`config.mk`:
```
export PLATFORM = sky130hd
export DESIGN_NAME = alu_muldiv_seq
export DESIGN_NICKNAME = d
export VERILOG_FILES = /design/src/rtl/alu_muldiv_seq.sv
export SDC_FILE = /design/constraint.sdc
export NUM_CORES = 1
export LEC_CHECK = 0
export CORE_ASPECT_RATIO = 1.1
export CORE_UTILIZATION = 49
export CTS_CLUSTER_DIAMETER = 120
export CTS_CLUSTER_SIZE = 16
export DETAILED_ROUTE_END_ITERATION = 6
export PLACE_DENSITY_LB_ADDON = 0.25
export SYNTH_ARGS = -nofsm -noshare
export SYNTH_HDL_FRONTEND = slang
export SYNTH_SLANG_ARGS = --single-unit
export TNS_END_PERCENT = 50
```
`constraint.sdc`:
```
create_clock -name clk -period 8.3 [get_ports clk]
set_input_delay 2.49 -clock clk [delete_from_list [all_inputs] [get_ports clk]]
set_output_delay 2.49 -clock clk [all_outputs]
set_load 0.01 [all_outputs]
```
`src/rtl/alu_muldiv_seq.sv`:
```
// alu_muldiv_seq: multi-cycle multiply/divide sequencer.
// The block drives an external shared AND/OR/ADD/SUB ALU for one step per cycle.
// Multiply is unsigned shift-add. Divide is restoring division, with each trial
// subtract done on the ALU.
// Handshake toward execute: start / busy / done.
// Build option: define MULDIV_SIGNED_EN to add the signed_op input. With it,
// operands are converted to magnitudes at load, and a FIX state restores the
// result signs after the last step.
module alu_muldiv_seq #(
  parameter int WIDTH = 32,
  parameter int STEPS = 32  // iteration count; must equal WIDTH
) (
  input  logic             clk,
  input  logic             rst,
  input  logic             start,
  input  logic             op,
`ifdef MULDIV_SIGNED_EN
  input  logic             signed_op,
`endif
  input  logic [WIDTH-1:0] opa,
  input  logic [WIDTH-1:0] opb,
  output logic             busy,
  output logic             done,
  output logic [WIDTH-1:0] result_hi,
  output logic [WIDTH-1:0] result_lo,
  output logic             div_by_zero,
  output logic [WIDTH-1:0] alu_a,
  output logic [WIDTH-1:0] alu_b,
  output logic             alu_binvert,
  output logic             alu_carryin,
  output logic [1:0]       alu_operation,
  input  logic [WIDTH-1:0] alu_result,
  input  logic             alu_carryout
);

  localparam int CW = (STEPS > 1) ? $clog2(STEPS) : 1;

  typedef enum logic [2:0] {
    S_IDLE,
    S_MUL,
    S_DIV,
    S_FIX,
    S_FIN
  } state_t;

`ifdef MULDIV_SIGNED_EN
  localparam state_t S_AFTER_STEPS = S_FIX;
`else
  localparam state_t S_AFTER_STEPS = S_FIN;
`endif

  state_t           state_q, state_d;
  logic [WIDTH-1:0] hi_q, lo_q;  // HI/LO for multiply, R/Q for divide
  logic [WIDTH-1:0] m_q;         // multiplier M, or divisor D
  logic [CW-1:0]    cnt_q;
  logic             last_step;
  logic [WIDTH-1:0] s_div;
  logic             div_take;
  logic [WIDTH-1:0] hi_step, lo_step;
  logic [WIDTH-1:0] mag_a, mag_b;

  assign last_step = (cnt_q == CW'(STEPS - 1));
  // Divide: shift the next dividend bit into the partial remainder.
  // The bit shifted out of R is the msb, and it counts as part of the value.
  assign s_div     = {hi_q[WIDTH-2:0], lo_q[WIDTH-1]};
  assign div_take  = hi_q[WIDTH-1] | alu_carryout;
  assign busy      = (state_q == S_MUL) || (state_q == S_DIV) || (state_q == S_FIX);

`ifdef MULDIV_SIGNED_EN
  logic             sa, sb;
  logic             neg_q;       // product or quotient sign
  logic             neg_rem_q;   // remainder sign
  logic             is_mul_q;
  logic [WIDTH-1:0] neg_hi_wide;
  logic [WIDTH-1:0] fix_hi, fix_lo;

  assign sa    = signed_op & opa[WIDTH-1];
  assign sb    = signed_op & opb[WIDTH-1];
  assign mag_a = sa ? -opa : opa;
  assign mag_b = sb ? -opb : opb;
  // Upper half of -{hi,lo}: invert, and carry in only when the low half is zero.
  assign neg_hi_wide = ~hi_q + {{(WIDTH-1){1'b0}}, (lo_q == '0)};
  assign fix_lo = neg_q ? -lo_q : lo_q;
  assign fix_hi = is_mul_q ? (neg_q ? neg_hi_wide : hi_q)
                           : (neg_rem_q ? -hi_q : hi_q);
`else
  assign mag_a = opa;
  assign mag_b = opb;
`endif

  // State register.
  always_ff @(posedge clk or posedge rst) begin
    // NOTE: sequential state uses non-blocking assignments only.
    // This way, every flop samples values from before the edge.
    if (rst) state_q <= S_IDLE;
    else     state_q <= state_d;
  end

  // Next-state logic.
  always_comb begin
    // NOTE: a default is assigned first, so every path drives state_d.
    // This prevents a latch from being inferred.
    state_d = state_q;
    case (state_q)
      S_IDLE: begin
        if (start) begin
          if (!op)             state_d = S_MUL;
          else if (opb == '0)  state_d = S_FIN;
          else                 state_d = S_DIV;
        end
      end
      S_MUL, S_DIV: if (last_step) state_d = S_AFTER_STEPS;
      S_FIX:   state_d = S_FIN;
      S_FIN:   state_d = S_IDLE;
      default: state_d = S_IDLE;
    endcase
  end

  // ALU drive: add in MUL, subtract in DIV, and idle (all zero) elsewhere.
  always_comb begin
    alu_a         = '0;
    alu_b         = '0;
    alu_binvert   = 1'b0;
    alu_carryin   = 1'b0;
    alu_operation = 2'b00;
    case (state_q)
      S_MUL: begin
        alu_a         = hi_q;
        alu_b         = m_q;
        alu_operation = 2'b01;
      end
      S_DIV: begin
        alu_a         = s_div;
        alu_b         = m_q;
        alu_binvert   = 1'b1;
        alu_carryin   = 1'b1;
        alu_operation = 2'b01;
      end
      default: ;
    endcase
  end

  // One iteration of shift-add or restoring divide, from the current ALU result.
  always_comb begin
    hi_step = hi_q;
    lo_step = lo_q;
    if (state_q == S_MUL) begin
      if (lo_q[0]) {hi_step, lo_step} = {alu_carryout, alu_result, lo_q[WIDTH-1:1]};
      else         {hi_step, lo_step} = {1'b0, hi_q, lo_q[WIDTH-1:1]};
    end else if (state_q == S_DIV) begin
      hi_step = div_take ? alu_result : s_div;
      lo_step = {lo_q[WIDTH-2:0], div_take};
    end
  end

  // Datapath: operand load at accept, iteration, result capture and done pulse.
  always_ff @(posedge clk or posedge rst) begin
    // NOTE: data registers are reset along with control.
    // After reset, the outputs must read zero and no stale operand may remain.
    if (rst) begin
      hi_q        <= '0;
      lo_q        <= '0;
      m_q         <= '0;
      cnt_q       <= '0;
      result_hi   <= '0;
      result_lo   <= '0;
      div_by_zero <= 1'b0;
      done        <= 1'b0;
`ifdef MULDIV_SIGNED_EN
      neg_q       <= 1'b0;
      neg_rem_q   <= 1'b0;
      is_mul_q    <= 1'b0;
`endif
    end else begin
      case (state_q)
        S_IDLE: begin
          if (start) begin
            hi_q        <= '0;
            lo_q        <= mag_a;
            m_q         <= mag_b;
            cnt_q       <= '0;
            div_by_zero <= 1'b0;
`ifdef MULDIV_SIGNED_EN
            neg_q       <= sa ^ sb;
            neg_rem_q   <= sa;
            is_mul_q    <= ~op;
`endif
            if (op && (opb == '0)) begin
              result_hi   <= opa;
              result_lo   <= '1;
              div_by_zero <= 1'b1;
              done        <= 1'b1;
            end
          end
        end
        S_MUL, S_DIV: begin
          hi_q  <= hi_step;
          lo_q  <= lo_step;
          cnt_q <= last_step ? '0 : cnt_q + CW'(1);
`ifndef MULDIV_SIGNED_EN
          if (last_step) begin
            result_hi <= hi_step;
            result_lo <= lo_step;
            done      <= 1'b1;
          end
`endif
        end
`ifdef MULDIV_SIGNED_EN
        S_FIX: begin
          result_hi <= fix_hi;
          result_lo <= fix_lo;
          done      <= 1'b1;
        end
`endif
        S_FIN:   done <= 1'b0;
        default: ;
      endcase
    end
  end

endmodule

```
==> results of run 1 <==
==> worst min-delay path: stages (launching register included) <==
cell and delay [ns]:
dfrtp_1 0.34, nand2_1 0.05, nand2_1 0.05
==> stage by stage <==
stage	hold slack (ns)	utilization [%]	setup WS [ns]	instances	instance area, sq um
floorplan	0.437	-	1.21	980	8930
global placement	0.451	63.6	2.44	1372	11300
detailed placement	0.455	63.6	2.34	1372	11300
CTS	0.471	66.7	1.84	1404	11900
global route	0.485	66.7	1.65	1404	11900
finish	0.468	66.7	1.81	1405	11900
==> registers in the layout, summed over array words and instances (netlist names) <==
signal	cells
cnt_q	5
div_by_zero	1
done	1
hi_q	32
lo_q	32
m_q	32
result_hi	32
result_lo	32
state_q	3
==> power groups by stage <==
stage	Combinational, mW	Clock, mW	Sequential (mW)
finish	1.89	0.746	1.37
global placement	1.83	0	1.37
detailed placement	1.87	0	1.37
global route	2.06	0.791	1.40
CTS	1.88	0.756	1.36
floorplan	1.28	0	1.24
==> path summary, 6_finish.rpt <==
check,from,end,slack (ns),depth (start not counted)
max,state_q[1],alu_a[25],1.81,5
min,m_q[17],m_q[17],0.47,2
max reg2reg,state_q[1],result_lo[31],4.93,5
min reg2reg,m_q[17],m_q[17],0.47,2
max in group asynchronous,rst,lo_q[0],4.19,3
min in group asynchronous,rst,m_q[19],2.66,2
==> logic make-up (layout without fill, tap and decap cells) <==
group                      Yosys count  after routing  share of synthesized area, %
muxes                               34             34                          3.81
adders and majority gates            2              2                         0.280
DFF                                170            170                          47.6
AOI/OAI and AO/OA                  333            333                          25.5
other                                1              2                        0.0420
and+or+nand+nor                    337            337                          17.8
xor gates and xnor gates             3              3                         0.378
buffers and inverters              100            286                          4.64
==> synth_stat cells, types with 31 or more instances <==
library cell and instances:
o22ai_1 31, a211o_1 31, o21ai_0 67, nand2_1 170
nor2_1 77, a21oi_1 66, a22o_1 32, o211ai_1 31
dfrtp_1 170, a22oi_1 35, mux2i_1 34, and3_1 33
clkbuf_1 67
==> layer usage <==
metal	track usage, %	vias to the layer above
li1	-	3938
met1	44.1	4268
met2	45.4	420
met3	7.56	56
met4	11.5	0
met5	0	-
==> layout make-up <==
cell class                 instances  area, sq um
fill                            1438         5930
clock inverter                    14          111
sequential                       170         4260
antenna                            1         2.50
tap                              238          298
clock buffer                      18          429
timing repair buffer             249         2450
multi-input combinational        710         4300
inverter                           5         23.8
==> reports/summary.md, run 1 <==
The cell sitting at the root of the clock tree is a clkbuf_16. Setup repair after global routing left no endpoint under its margin. In this run, the number of DRC markers left after iteration 0 of detailed routing was 822. The switching power as a share of total power was 42.6%.

In this run the number of H-tree levels came out at 4. In this run the power density over the cells is 337 nW/um^2. Along the worst path, the maximum fanout reaches 65. The cell family contributing the most delay on the critical path is buffers and inverters. In this run, CTS created clock tree buffers numbering 17. Of all flip-flops after synthesis, the portion carrying an async set or reset was 100%. The number of flip-flops and latches in the synthesized netlist is 170, and the share of the clock period used by the worst path is 78.2%. In the layout the commonest cells are 233 x clkdlybuf4s50_1, 169 x nand2_1, 169 x dfrtp_1, 77 x nor2_1, 67 x o21ai_0. The count of buffers added on input and output ports is 234.

For the portion of total power attributed to combinational logic, the log shows 47.1%. TritonCTS built the clock tree. Averaged over all synthesized cells, the footprint is 9.12 sq um. In the synthesized netlist the dominant register cell turns out to be dfrtp_1.

The shortest period the worst path allows was 6.49 ns; the number of setup buffers added after CTS was 0. From left edge to right edge, the die measures 131 um. The run gives 236 as the number of top-level pins.

For the synthesized net count, the log shows 1083. The library cell used most frequently in the layout, excluding fill and tap cells, is clkdlybuf4s50_1. Number of max-slew violations in the final report: 0. In the routed layout, each cell is associated on average with a via count of 6.18. The logs give 109 for the pin count of the biggest net entering global routing and 0 for the final hold violation count. Once detail routing completed, the nets flagged for antenna violations numbered 0. The tool flagged a number of max-cap violations equal to 0.

The number of gates resized after CTS was 0. The first global-routing pass estimated 44100 um of wire. The total grt overflow is 0.

The type of the setup path with the least slack was reg -> out. Derived from the worst setup path, the maximum achievable clock frequency is 154 MHz. In the routed design, unresolved DRC markers number 0. Registers are responsible for 34.2% of the overall power.

The part of the Yosys area used for sequential elements is 47.6%, and the routability-driven placement congestion ratio is 0.892. The run gives 8930 sq um as the synthesized cell area. The total buffers and inverters traversed by the critical path was 3; the number of detailed-routing iterations run before antenna repair was 5. The tools report the total half-perimeter wirelength after legalization and detailed placement as 18500 um. The run gives 1.70 mW as the net load switching power. The power share of the clock group is 18.7%, and the share of cells above drive strength 1 is 7.46%. Traced cell by cell, the critical path runs through or3b_2 -> buf_4 -> clkinv_1 -> a22o_1 -> clkdlybuf4s50_1. The total number of yosys warnings is 0, and the number of enable-type register cells in the synthesized netlist is 0. STA puts the critical path data required time at 5.81 ns. STA classifies the critical path startpoint as a register. The run gives 8682 as the via count. Wire segments on met3 add up to 2350 um in the final route.

For the static leakage, the log shows 5.14 nW. The post-route met1 wirelength is 12300 um, and the post-route setup TNS is 0 ns. The run gives 4.00 ns as the worst path arrival time.

The clock arrives with 0.0108 ns of skew. After detailed routing, the average wire length per cell comes to 20.2 um. In the detailed route, the total length drawn on met2 is 12900 um.

The number of global-route vias before repair was 8140. The total number of placement rows was 51. Type of the tightest min-delay check: reg -> reg. Proportion of netlist area held by the largest area contributor: 47.6%. Across the VDD grid, the largest voltage drop is 0.000251 V.

In this run the deepest clock path goes through 2 buffers. The largest incremental delay on the critical path is 1.09 ns, and the overall track demand over capacity in global routing is 30.9%. Cell taking the most area after synthesis: dfrtp_1.

For the pin with the worst max-slew slack, the measured transition is 1.12 ns. The internal power of the cells totals 2.30 mW. Final-stage net count: 1256.

The run finished with clean final reports. For the die outline area, the log shows 18800 sq um. Setup violations remaining at the end of the flow were counted as 0.

CTS saw 170 sinks. For this configuration, the core starts out at a cell density of 50.2%. The cell at the slowest stage of the critical path was clkinv_1. In this run the tightest slew margin relative to its limit is 25.6%. The core region is 17800 sq um. After synthesis, the netlist uses 45 different library cells. The clock reaches the later pin of the worst-skew pair after 0.43 ns. The area growth from synthesis to layout is 32.9%, and the post-synthesis cell count is 980. The tools report the kind of capture point of the worst setup path as an output port. Ranked by total cell area, the synthesized netlist is headed by dfrtp_1 48%, nand2_1 7.1%, mux2i_1 3.8%. For the initial antenna violation count, the log shows 0. After clock tree synthesis, the clock-pin slew on the worst setup and hold paths is 0.07 ns. The highest routed metal layer was met4.

The height of the chip was 144 um. The completed layout was analyzed and its total power is 4.00 mW. The number of hold buffers added after CTS was 0. The final layout contains routed wiring with a total length of 28400 um.
Note: power is estimated with default switching activity, not from simulation.
==> inputs of run 2 (changes only) <==
==> constraint.sdc (replaced) <==
create_clock -name clk -period 6.3 [get_ports clk]
set_input_delay 1.89 -clock clk [delete_from_list [all_inputs] [get_ports clk]]
set_output_delay 1.89 -clock clk [all_outputs]
set_load 0.01 [all_outputs]
==> run 2 against run 1 <==
- critical path depth fell by 1
- flip-flop and latch count did not move
- combinational power rose by 32%
- clock power rose by 42%
- final area rose by 0.67%
- power rose by 34%
- count of clock-buffer cells in the layout fell by 1
- sequential power rose by 31%
- die area did not move
- worst setup slack got worse by 0.54 ns
- global-route usage fell by 0.41 points
- via count fell by 1.4%
- critical path type unchanged
- critical endpoint is now alu_a[30]
==> reports/summary.md, run 2 (synthesis gave the netlist of run 1 again) <==
The die outline area was 18800 sq um (unchanged). The logic depth of the worst register-to-register path is 6 (+1), and the number of top-level pins is 236 (unchanged). The overall track demand over capacity in global routing was 30.5% (-0.41 points). The routability-driven placement congestion ratio is 0.905 (+1.5%). The final hold violation count was 0 (unchanged). The area occupied by multi-input gates is 4300 sq um (unchanged).

The area growth from synthesis to layout was 33.8%; the first-pass GRT wire length was 43600 um (-1.1%). The maximum clock frequency is 199 MHz, and the buffer levels on the longest clock path is 2 (unchanged). The run gives 51 (unchanged) as the total number of placement rows. The worst setup path is launched from a register. The library cell used most frequently in the layout, excluding fill and tap cells, is clkdlybuf4s50_1. The power density relative to cell area works out to 448 nW/um^2 (+33%).

The area inside the core boundary was 17800 sq um (unchanged). The width of the chip was 131 um (unchanged); the number of max-slew violations in the final report was 0 (unchanged). The effective utilization at floorplan was 50.2% (unchanged); the worst endpoint required time was 4.41 ns (-1.40 ns). The share of cells above drive strength 1 was 7.78% (+0.32 points). Number of clock sinks: 170 (unchanged).

The number of cells on the worst hold path came out at 2 (unchanged). The static leakage is 5.17 nW (+0.52%), and the share of the clock period used by the worst path is 79.9%. The shortest period the worst path allows is 5.03 ns, and the number of fill cells in the layout is 1413 (-1.7%). Setup repair after global routing left no endpoint under its margin.

The quantity of I/O buffers inserted on ports was 234 (unchanged). The actual transition at the worst max-transition pin came out at 1.11 ns (-0.00796 ns). Broken down by cell family, the worst path's largest delay share belongs to buffers and inverters. Total chip power: 5.35 mW (+34%). The cell at the slowest stage of the critical path is clkinv_1. The worst setup path is captured at an output port.

The run gives 17 (unchanged) as the number of buffers created by CTS. The tools report the number of global-route vias before repair as 8022 (-1.4%). The number of detailed-routing iterations run before antenna repair was 5 (unchanged). The highest fanout seen on the critical path came out at 35 (-46%). Initial antenna violation count: 0 (unchanged). In this run the worst hold path is classified as reg -> reg.

The logs give 1259 (+0.24%) for the final-stage net count and 18500 um (about the same) for the total half-perimeter wirelength after legalization and detailed placement. The maximum vdd ir drop came out at 0.000301 V (+20%). The max capacitance violation total is 0 (unchanged), and the number of setup buffers added after CTS is 0 (unchanged).

The total grt overflow was 0 (unchanged). The level count of the clock H-tree is 4 (unchanged), and the largest incremental delay on the critical path is 0.80 ns (-0.29 ns). The sequential standard cell area is 4260 sq um (unchanged).

The run finished with clean final reports. Root buffer cell: clkbuf_16. The number of nets with antenna violations after detailed routing was 0 (unchanged); the total buffers and inverters traversed by the critical path was 2 (-1). The overall routed net length was 27900 um (-1.7%). Setup clock skew after layout: 0.0133 ns (+0.00252 ns). In the layout the commonest cells are 233 x clkdlybuf4s50_1, 169 x nand2_1, 169 x dfrtp_1, 77 x nor2_1, 67 x o21ai_0.

The via count came out at 8557 (-1.4%). The remaining max-slew budget at the tightest pin came out at 26.1% (+0.53 points). The run gives 0.43 ns (about the same) as the clock latency on the worst-skew pair. The final count of negative-setup-slack endpoints is 0 (unchanged).

The tools report the post-route setup TNS as 0 ns (unchanged). Clock-pin slew on the worst setup and hold paths: 0.07 ns (about the same). The number of DRC markers after the initial detailed-route iteration was 856 (+4.1%). The mean number of vias per cell came out at 6.08 (-1.6%).

The type of the setup path with the least slack was reg -> out. The pin count of the biggest net entering global routing was 67 (-39%); the final routed wire length divided by cell count was 19.8 um (-1.9%). For the count of hold-fix buffers inserted at cts, the log shows 0 (unchanged). The detailed-route DRC error count was 0 (unchanged).

The height of the chip came out at 144 um (unchanged). TritonCTS built the clock tree. Number of gates resized after CTS: 0 (unchanged).

The worst path arrival time is 3.14 ns (-0.86 ns), and the number of stages on the worst setup path is 4 (-1). Traced cell by cell, the critical path runs through or3b_2 -> clkinv_1 -> a22o_1 -> clkdlybuf4s50_1.
-- run 2: final timing paths --
path,to,startpoint,slack [ns]
max,alu_a[30],state_q[1],1.27
min,m_q[14],m_q[14],0.47
max reg2reg,result_hi[27],state_q[1],3.13
min reg2reg,m_q[14],m_q[14],0.47
max in group asynchronous,lo_q[11],rst,3.50
min in group asynchronous,m_q[17],rst,1.77
-- run 2: metrics by stage --
stage          util, %  cells  worst slack, ns  hold slack (ns)  area [sq um]
2_1_floorplan        -    980             2.24            0.437          8940
3_3_place_gp      63.8   1375             1.85            0.450         11300
3_5_place_dp      63.8   1375             1.72            0.455         11300
4_1_cts           67.1   1407             1.25            0.472         11900
5_1_grt           67.1   1407             1.12            0.494         11900
6_report          67.1   1408             1.27            0.466         12000
-- run 2: per-layer routing --
layer | GRT usage [%] | up-vias | share of wire [%]
met5 | 0 | - | 0
met4 | 12.6 | 0 | 3.1
met3 | 5.29 | 64 | 8.0
met2 | 44.4 | 398 | 45
met1 | 44.7 | 4153 | 44
li1 | - | 3942 | -
-- run 2: area by class of cell --
class | count | area share [%]
diodes | 1 | 0.0209
clock buffers | 17 | 3.56
clock inverters | 15 | 1.46
inverters | 5 | 0.188
multi-input cells | 710 | 36.0
flip-flops and latches | 170 | 35.6
well taps | 238 | 2.49
repair buffers | 252 | 20.7
-- run 2: where the power goes --
group	total (mW)	switching, mW	leakage [nW]	internal [mW]
registers	1.80	0.369	1.93	1.43
logic	2.49	1.41	2.96	1.08
clock network	1.06	0.492	0.286	0.569
-- run 2: worst reg2reg max path: cells and delay by family (launching register included) --
kind	cells	cell delay [ns]
buffers and inverters	2	0.78
flip-flops	1	0.67
XOR/XNOR	1	0.61
AND/OR/NAND/NOR	1	0.59
AO/OA/AOI/OAI	2	0.35
